File: src/rtl/nios_system_led_pkg.sv
// rtl/nios_system_led_pkg.sv - shared op codes, PIO addresses and FSM states for the LED arbiter
package nios_system_led_pkg;

    localparam logic [1:0] OP_WRITE = 2'b00;
    localparam logic [1:0] OP_SET   = 2'b01;
    localparam logic [1:0] OP_CLEAR = 2'b10;
    localparam logic [1:0] OP_RSVD  = 2'b11;

    localparam logic [2:0] PIO_ADDR_DATA = 3'd0;
    localparam logic [2:0] PIO_ADDR_SET  = 3'd4;
    localparam logic [2:0] PIO_ADDR_CLR  = 3'd5;

    typedef enum logic [1:0] {
        ST_IDLE  = 2'd0,
        ST_ISSUE = 2'd1,
        ST_GAP   = 2'd2
    } state_t;

    // PIO register targeted by each op; reserved never reaches the bus
    function automatic logic [2:0] op_to_addr(input logic [1:0] op);
        case (op)
            OP_SET:   op_to_addr = PIO_ADDR_SET;
            OP_CLEAR: op_to_addr = PIO_ADDR_CLR;
            default:  op_to_addr = PIO_ADDR_DATA;
        endcase
    endfunction

endpackage

File: src/rtl/nios_system_rr_arb2.sv
// rtl/nios_system_rr_arb2.sv - two-way round-robin picker
module nios_system_rr_arb2
    import nios_system_led_pkg::*;
(
    input  logic       valid0,
    input  logic       valid1,
    input  logic       last,
    input  logic       en,
    output logic [1:0] grant,
    output logic       winner
);

    // Lone requester wins; on contention the one not served last wins
    always_comb begin
        winner = 1'b0;
        grant  = 2'b00;
        if (valid0 && valid1) begin
            winner = ~last;
        end else begin
            winner = valid1;
        end
        if (en) begin
            grant[0] = valid0 && !winner;
            grant[1] = valid1 && winner;
        end
    end

endmodule

File: src/rtl/nios_system_led_arbiter.sv
// rtl/nios_system_led_arbiter.sv - round-robin share of the red-LED PIO write port with shadow copy
module nios_system_led_arbiter
    import nios_system_led_pkg::*;
#(
    parameter int DATA_W     = 18,
    parameter int GAP_CYCLES = 0
) (
    input  logic              clk,
    input  logic              reset_n,
    input  logic              req0_valid,
    output logic              req0_ready,
    input  logic [1:0]        req0_op,
    input  logic [DATA_W-1:0] req0_data,
    input  logic              req1_valid,
    output logic              req1_ready,
    input  logic [1:0]        req1_op,
    input  logic [DATA_W-1:0] req1_data,
    output logic [2:0]        pio_address,
    output logic              pio_chipselect,
    output logic              pio_write_n,
    output logic [31:0]       pio_writedata,
    output logic [DATA_W-1:0] led_shadow,
    output logic              grant_id,
    output logic              busy,
    output logic              op_err
);

    localparam logic [7:0] GAP_LOAD = (GAP_CYCLES > 0) ? 8'(GAP_CYCLES - 1) : 8'd0;
    localparam bit         HAS_GAP  = (GAP_CYCLES > 0);

    state_t            state;
    state_t            state_nxt;
    logic              last;
    logic [7:0]        gap_cnt;
    logic [1:0]        op_q;
    logic [DATA_W-1:0] data_q;
    logic [1:0]        grant;
    logic              winner;
    logic              accept;
    logic [1:0]        op_sel;
    logic [DATA_W-1:0] data_sel;

    nios_system_rr_arb2 u_arb (
        .valid0 (req0_valid),
        .valid1 (req1_valid),
        .last   (last),
        .en     (state == ST_IDLE),
        .grant  (grant),
        .winner (winner)
    );

    assign accept     = |grant;
    assign req0_ready = grant[0];
    assign req1_ready = grant[1];
    assign op_sel     = winner ? req1_op : req0_op;
    assign data_sel   = winner ? req1_data : req0_data;
    assign busy       = (state != ST_IDLE);

    // State register
    always_ff @(posedge clk or negedge reset_n) begin
        if (!reset_n) begin
            state <= ST_IDLE;
        end else begin
            state <= state_nxt;
        end
    end

    // Next-state: one ISSUE cycle per grant, optional GAP before the next grant
    always_comb begin
        state_nxt = state;
        case (state)
            ST_IDLE:  if (accept) state_nxt = ST_ISSUE;
            ST_ISSUE: state_nxt = HAS_GAP ? ST_GAP : ST_IDLE;
            ST_GAP:   if (gap_cnt == 8'd0) state_nxt = ST_IDLE;
            default:  state_nxt = ST_IDLE;
        endcase
    end

    // Request latch, registered bus strobes, shadow update and gap counter
    always_ff @(posedge clk or negedge reset_n) begin
        if (!reset_n) begin
            pio_chipselect <= 1'b0;
            pio_write_n    <= 1'b1;
            pio_address    <= 3'd0;
            pio_writedata  <= 32'd0;
            led_shadow     <= '0;
            grant_id       <= 1'b0;
            op_err         <= 1'b0;
            gap_cnt        <= 8'd0;
            last           <= 1'b1;
            op_q           <= OP_WRITE;
            data_q         <= '0;
        end else begin
            pio_chipselect <= 1'b0;
            pio_write_n    <= 1'b1;
            op_err         <= 1'b0;
            case (state)
                ST_IDLE: begin
                    if (accept) begin
                        op_q     <= op_sel;
                        data_q   <= data_sel;
                        grant_id <= winner;
                        last     <= winner;
                        if (op_sel == OP_RSVD) begin
                            op_err <= 1'b1;
                        end else begin
                            pio_chipselect <= 1'b1;
                            pio_write_n    <= 1'b0;
                            pio_address    <= op_to_addr(op_sel);
                            pio_writedata  <= 32'(data_sel);
                        end
                    end
                end
                ST_ISSUE: begin
                    case (op_q)
                        OP_WRITE: led_shadow <= data_q;
                        OP_SET:   led_shadow <= led_shadow | data_q;
                        OP_CLEAR: led_shadow <= led_shadow & ~data_q;
                        default:  led_shadow <= led_shadow;
                    endcase
                    gap_cnt <= GAP_LOAD;
                end
                ST_GAP: begin
                    if (gap_cnt != 8'd0) gap_cnt <= gap_cnt - 8'd1;
                end
                default: ;
            endcase
        end
    end

endmodule

File: config.mk
export PLATFORM = sky130hd
export DESIGN_NAME = nios_system_led_arbiter
export DESIGN_NICKNAME = d
export VERILOG_FILES = /design/src/rtl/nios_system_led_pkg.sv /design/src/rtl/nios_system_rr_arb2.sv /design/src/rtl/nios_system_led_arbiter.sv
export SDC_FILE = /design/constraint.sdc
export NUM_CORES = 1
export LEC_CHECK = 0
export CAP_MARGIN = 20
export CORE_UTILIZATION = 41
export CTS_CLUSTER_DIAMETER = 200
export CTS_CLUSTER_SIZE = 14
export DETAILED_ROUTE_END_ITERATION = 12
export HOLD_SLACK_MARGIN = 0.15
export MAX_ROUTING_LAYER = met4
export PLACE_DENSITY = 0.78
export SYNTH_ARGS = -nofsm -noshare
export SYNTH_HDL_FRONTEND = slang
export SYNTH_HIERARCHICAL = 1
export SYNTH_SLANG_ARGS = --single-unit
File: constraint.sdc
create_clock -name clk -period 1.9 [get_ports clk]
set_input_delay 0.285 -clock clk [delete_from_list [all_inputs] [get_ports clk]]
set_output_delay 0.285 -clock clk [all_outputs]
set_load 0.005 [all_outputs]
==> results by group, run 1 <==
Status
  – Run status: finished clean

Worst setup path
  – R2R cell count: 7
  – Crit path arrival time: 2.03 ns
  – FF-to-FF setup slack: 0.12 ns
  – Worst-path fanout max: 20
  – Reg2reg end: pio_writedata[11]
  – Kind of capture point of the worst setup path: register
  – Critical Path RT: 2.15 ns
  – Crit path launch type: register
  – Worst r2r src: last
  – Critical path type: register to register

Pwr
  – Power share of the combinational group: 47.8%
  – Internal: 4.54 mW
  – Seq pwr share: 35.4%
  – Psw: 2.60 mW
  – Cell Pwr Density: 1680 nW/um^2
  – P_leak: 1.88 nW
  – Max VDD drop: 0.745 mV
  – Sw Share: 36.4%
  – Clock share of power: 16.8%

Clock network
  – CTS buffer count: 9
  – Root Buffer: clkbuf_8
  – Postcts setup bufs: 0
  – Clock transition at path regs: 0.07 ns
  – CTS Sinks: 64
  – CTS tree: done
  – Clock Tree Buf Depth: 2
  – Worst-Skew Late Latency: 0.33 ns
  – CTS H-tree lvls: 3

Die
  – Chip Height: 88.5 um
  – Die area: 7830 sq um
  – Die width: 88.5 um
  – Cell Rows: 31
  – Initial Util: 42.3%
  – I/O pins: 104
  – Core area: 7250 sq um

Logic synthesis
  – Synth Instances: 300
  – Synth top area share: 50.6%
  – Synth Cell Area: 3070 sq um
  – Synth area leaders: dfrtp_1 51%, o21ai_0 6.4%, mux2i_1 6.2%
  – Most frequent cell after synthesis: dfrtp_1
  – Synth async-reset ratio: 100%
  – Yosys cell types: 30
  – Post-synth top area cell: dfrtp_1
  – Yosys warns: 6
  – EDFF count, synth: 0
  – Post-synthesis sequential area ratio: 52.3%
  – Flops & latches, synth: 64
  – Mean post-synth cell area: 10.2 sq um
  – Main synth FF type: dfrtp_1
  – Synth cell count leaders: 62 x dfrtp_1, 39 x o21ai_0, 36 x a21oi_1

GRT
  – Met2 GRT Util: 30.0%
  – Most used routing layer: met2
  – Number of global-route vias before repair: 2395
  – Global route overflow: 0
  – Largest net degree at the start of global routing: 37
  – Initial antenna violation count: 0
  – GR Layer Usage met1: 24.8%
  – First-pass GRT wire length: 11400 um
  – M3 GR Usage: 4.94%
  – Total Routing Usage GR: 19.8%

Drt
  – Drt wl/cell: 13.9 um
  – First-pass DRT Iterations: 4
  – DRT Wirelength: 6960 um
  – DRT iter0 DRCs: 152
  – Post-route ant nets: 0
  – Vias: 2492
  – Detailed-route DRC error count: 0
  – DR vias/cell: 4.99

Timing
  – Tmin final: 1.78 ns
  – Setup TNS: 0 ns
  – PnR worst setup slack: 0.121 ns
  – Skew final: 0.00866 ns
  – Max-slew violations: 0
  – Hold Violations, Final: 0
  – Final Setup Violations: 0
  – RSZ-0062 raised after global routing: false
  – Achievable Freq: 562 MHz
  – Period Utilization, post-route: 93.6%

Worst hold path
  – Hold/Removal Path Class: input port to asynchronous set/reset pin

Placement
  – Pre-CTS setup slack: -0.404 ns
  – Number of port buffers: 88
  – DPL Wire Length: 5100 um
  – GP Congestion: 0.817
  – Cells after DPL: 482

Final layout
  – Fillers: 612
  – Nets: 444
  – Antenna fix cells: 0
  – Layout cells sized above 1: 12.3%
  – Non-Filler Instances: 499
  – Final core occ: 58.7%
  – Layout area overhead: 38.9%

Job
  – Max Cap Viol: 0
[cells by family after synthesis]
logic type      Yosys count  share of synthesized area, %
mux                      21                          6.94
fa+ha+maj                 5                          2.04
buf+inv                  44                          9.42
flops                    64                          52.3
other cells               1                         0.122
simple gates             51                          8.36
compound gates          114                          20.8
[cell type report]
class | instances | area, sq um | area share (%)
multi-input cells | 206 | 1250 | 29.3
clock inverters | 4 | 52.6 | 1.23
repair buffers | 105 | 1040 | 24.5
flip-flops and latches | 64 | 1600 | 37.7
inverters | 9 | 33.8 | 0.793
well taps | 99 | 124 | 2.91
clock buffers | 12 | 155 | 3.64
[stage by stage]
| step | power, mW | instance area (sq um) | hold slack, ns |
|---|---|---|---|
| 5_1_grt | 7.68 | 4260 | 0.477 |
| 3_5_place_dp | 5.95 | 4020 | 0.268 |
| 3_3_place_gp | 5.81 | 4020 | 0.252 |
| 6_report | 7.14 | 4260 | 0.435 |
| 4_1_cts | 7.18 | 4250 | 0.430 |
| 2_1_floorplan | 4.52 | 3120 | -0.0106 |
[critical path, stage by stage, from the launching register on]
cell	delay (ns)
dfstp_2	0.39
a21boi_4	0.21
mux2_2	0.38
ha_2	0.21
nor2_4	0.12
inv_1	0.07
buf_12	0.15
o21ai_1	0.15
[power by group through the flow]
stage          sequential (mW)  combinational [mW]  clock, mW
2_1_floorplan             2.47                2.05          0
3_3_place_gp              2.52                3.29          0
3_5_place_dp              2.53                3.41          0
4_1_cts                   2.53                3.43       1.22
5_1_grt                   2.62                3.78       1.28
6_report                  2.53                3.41       1.20
[layout by cell type (no fill, tap or decap), types with 2 or more instances in the layout]
master	synthesis	final
clkinvlp_4	0	3
buf_12	0	3
nand2_1	27	27
clkbuf_8	0	11
o22ai_1	13	13
nor2b_1	14	13
a21oi_1	36	35
clkdlybuf4s50_1	0	83
o21ai_1	19	21
inv_1	8	8
nor2_1	2	2
o21ai_0	39	37
conb_1	1	15
and2b_1	4	4
dfstp_2	2	2
mux2i_1	19	18
dfrtp_1	62	62
buf_4	19	12
mux2_2	2	2
o22ai_2	4	4
ha_1	5	4
dlygate4sd2_1	0	4
[registers in the layout, summed over array words and instances (netlist names)]
signal and cells:
pio_address 2, led_shadow 18, op_q 2, state 1, data_q 18, grant_id 1
pio_write_n 1, op_err 1, pio_writedata 18, last 1, pio_chipselect 1
[routing by layer]
layer,up-vias,wire length [um]
met5,-,0
li1,1211,-
met2,89,3360
met3,10,385
met4,0,128
met1,1182,3080
[repair_timing]
item	in CTS	in global routing
hold buffers	1	0
setup endpoints to repair	6	13
pin swaps	2	1
gates cloned	0	0
resized for setup	7	6
hold endpoints to repair	17	0
[how the worst max path moves through the flow]
stage,startpoint,end,depth (start not counted)
floorplan,last,pio_address[0],7
global placement,req1_valid,pio_address[2],7
detailed placement,req1_valid,pio_writedata[2],7
CTS,last,pio_writedata[2],6
global route,last,pio_writedata[13],7
finish,last,pio_writedata[11],7
No activity file was read; power rests on OpenSTA's default activity.
==> inputs of run 2 (changes only) <==
--- a/config.mk
+++ b/config.mk
@@ -13,6 +13,7 @@
 export HOLD_SLACK_MARGIN = 0.15
 export MAX_ROUTING_LAYER = met4
 export PLACE_DENSITY = 0.78
+export SLEW_MARGIN = 20
 export SYNTH_ARGS = -nofsm -noshare
 export SYNTH_HDL_FRONTEND = slang
 export SYNTH_HIERARCHICAL = 1
==> results of run 2 <==
Final layout, timing and power as in run 1 (identical DEF).
==> inputs of run 3 (changes only) <==
--- a/config.mk
+++ b/config.mk
@@ -6,13 +6,14 @@
 export NUM_CORES = 1
 export LEC_CHECK = 0
 export CAP_MARGIN = 20
-export CORE_UTILIZATION = 41
+export CORE_UTILIZATION = 50
 export CTS_CLUSTER_DIAMETER = 200
 export CTS_CLUSTER_SIZE = 14
 export DETAILED_ROUTE_END_ITERATION = 12
+export DONT_BUFFER_PORTS = 1
 export HOLD_SLACK_MARGIN = 0.15
 export MAX_ROUTING_LAYER = met4
-export PLACE_DENSITY = 0.78
+export PLACE_DENSITY = 0.7
 export SLEW_MARGIN = 20
 export SYNTH_ARGS = -nofsm -noshare
 export SYNTH_HDL_FRONTEND = slang
==> results by group, run 3 (synthesis results as in run 1) <==
Status
  – Run status: finished clean

Timing
  – Max-slew violations: 0
  – Setup TNS: 0 ns
  – Tmin final: 1.79 ns
  – Skew final: 0.00579 ns
  – Period Utilization, post-route: 94.1%
  – Final Setup Violations: 0
  – Achievable Freq: 559 MHz
  – Hold Violations, Final: 0
  – RSZ-0062 raised after global routing: false
  – PnR worst setup slack: 0.112 ns

Worst setup path
  – Reg2reg end: pio_writedata[10]
  – R2R cell count: 6
  – FF-to-FF setup slack: 0.11 ns
  – Launch point of the worst path: last
  – Crit path launch type: register
  – Worst-path fanout max: 20
  – Crit path arrival time: 2.01 ns
  – Critical Path Max Stage Delay: 0.39 ns
  – Worst r2r src: last
  – End of the critical path: pio_writedata[10]
  – Worst-path cell chain: a21boi_4 -> mux2_2 -> ha_1 -> buf_4 -> o21ai_0 -> o21ai_1
  – Critical Path RT: 2.12 ns
  – Kind of capture point of the worst setup path: register
  – CP max-delay cell: dfstp_2
  – Critical path type: register to register

GRT
  – Initial antenna violation count: 0
  – First-pass GRT wire length: 9820 um
  – Global route overflow: 0
  – Largest net degree at the start of global routing: 65
  – Total Routing Usage GR: 21.1%
  – Number of global-route vias before repair: 1943

Drt
  – First-pass DRT Iterations: 4
  – DR vias/cell: 5.52
  – Detailed-route DRC error count: 0
  – Drt wl/cell: 16.0 um
  – Vias: 2149
  – DRT iter0 DRCs: 184
  – DRT Wirelength: 6210 um
  – Post-route ant nets: 0

Clock network
  – Clock transition at path regs: 0.07 ns
  – CTS buffer count: 9
  – Worst-Skew Late Latency: 0.34 ns
  – CTS H-tree lvls: 3
  – CTS Sinks: 64
  – Clock Tree Buf Depth: 2
  – Root Buffer: clkbuf_8
  – CTS tree: done

Worst hold path
  – Hold/Removal Path Class: input port to register

Final layout
  – Multi-input gate area: 1240 sq um
  – Nets: 358
  – Largest registers: data_q: 18 flops, led_shadow: 18 flops, pio_writedata: 18 flops
  – Post-route cell area: 3340 sq um
  – Layout cells sized above 1: 13.4%
  – Most common cell after layout, fill and taps aside: dfrtp_1
  – Fillers: 528
  – Most frequent cells in the layout: 62 x dfrtp_1, 36 x a21oi_1, 34 x o21ai_0
  – Antenna fix cells: 0
  – Sequential standard cell area: 1600 sq um
  – Layout area overhead: 8.89%
  – Final core occ: 56.4%

Pwr
  – P_leak: 1.54 nW
  – Max VDD drop: 0.796 mV
  – Cell Pwr Density: 1840 nW/um^2

Placement
  – DPL Wire Length: 4170 um
  – Placement-stage cell area: 3070 sq um
  – Pre-CTS setup slack: 0.111 ns
  – GP Congestion: 0.775
  – Number of port buffers: 0

Job
  – Max Cap Viol: 0

Die
  – Chip Height: 80.3 um
  – Initial Util: 51.8%
  – Cell Rows: 28
  – Die width: 80.3 um
  – I/O pins: 104
  – Core area: 5920 sq um
  – Die area: 6450 sq um
## run 3: how the worst min path moves through the flow
stage | start | endpoint | cells past startpoint
after floorplan | reset_n | data_q[0] | 0
after global placement | reset_n | led_shadow[9] | 0
after detailed placement | reset_n | led_shadow[9] | 0
after CTS | req1_data[2] | pio_writedata[2] | 2
after global routing | req0_data[15] | pio_writedata[15] | 2
final | req0_data[16] | pio_writedata[16] | 2
## run 3: timing repair
item | CTS | global route
endpoints found under the hold margin | 66 | 0
hold buffers | 5 | 0
endpoints found under the setup margin | 0 | 10
buffers inserted | 0 | 0
gates resized for setup | 0 | 6
## run 3: final cells by class
class | count | area share [%]
multi-input combinational | 206 | 37.0
clock buffer | 13 | 4.76
sequential | 64 | 48.0
timing repair buffer | 19 | 5.17
tap | 75 | 2.81
clock inverter | 3 | 1.20
inverter | 9 | 1.01
## run 3: metal layers
metal | share of wire (%) | GRT usage, % | vias to the layer above | wire length [um]
met4 | 2.5 | 11.1 | 0 | 155
met3 | 7.3 | 5.68 | 13 | 451
met2 | 43 | 27.1 | 81 | 2670
met1 | 47 | 30.1 | 1016 | 2930
met5 | 0 | - | - | 0
li1 | - | - | 1039 | -
## run 3: power by group
group          leakage [nW]  switching (mW)  internal [mW]
Combinational         0.646            1.33           1.01
Sequential            0.789           0.598           2.04
Clock                 0.103           0.503          0.675
## run 3: worst max-delay path: cells and delay by family (launching register included)
| kind | cells | cell delay [ns] |
|---|---|---|
| flops | 1 | 0.39 |
| mux | 1 | 0.39 |
| buf+inv | 1 | 0.22 |
| compound gates | 3 | 0.43 |
| fa+ha+maj | 1 | 0.23 |
## run 3: per-stage QoR
step | hold slack [ns] | power [mW] | std cells
detailed placement | -0.00935 | 4.95 | 368
global route | 0.162 | 6.66 | 389
global placement | -0.00924 | 4.87 | 368
floorplan | -0.0106 | 4.52 | 314
finish | 0.164 | 6.16 | 389
CTS | 0.151 | 6.20 | 389
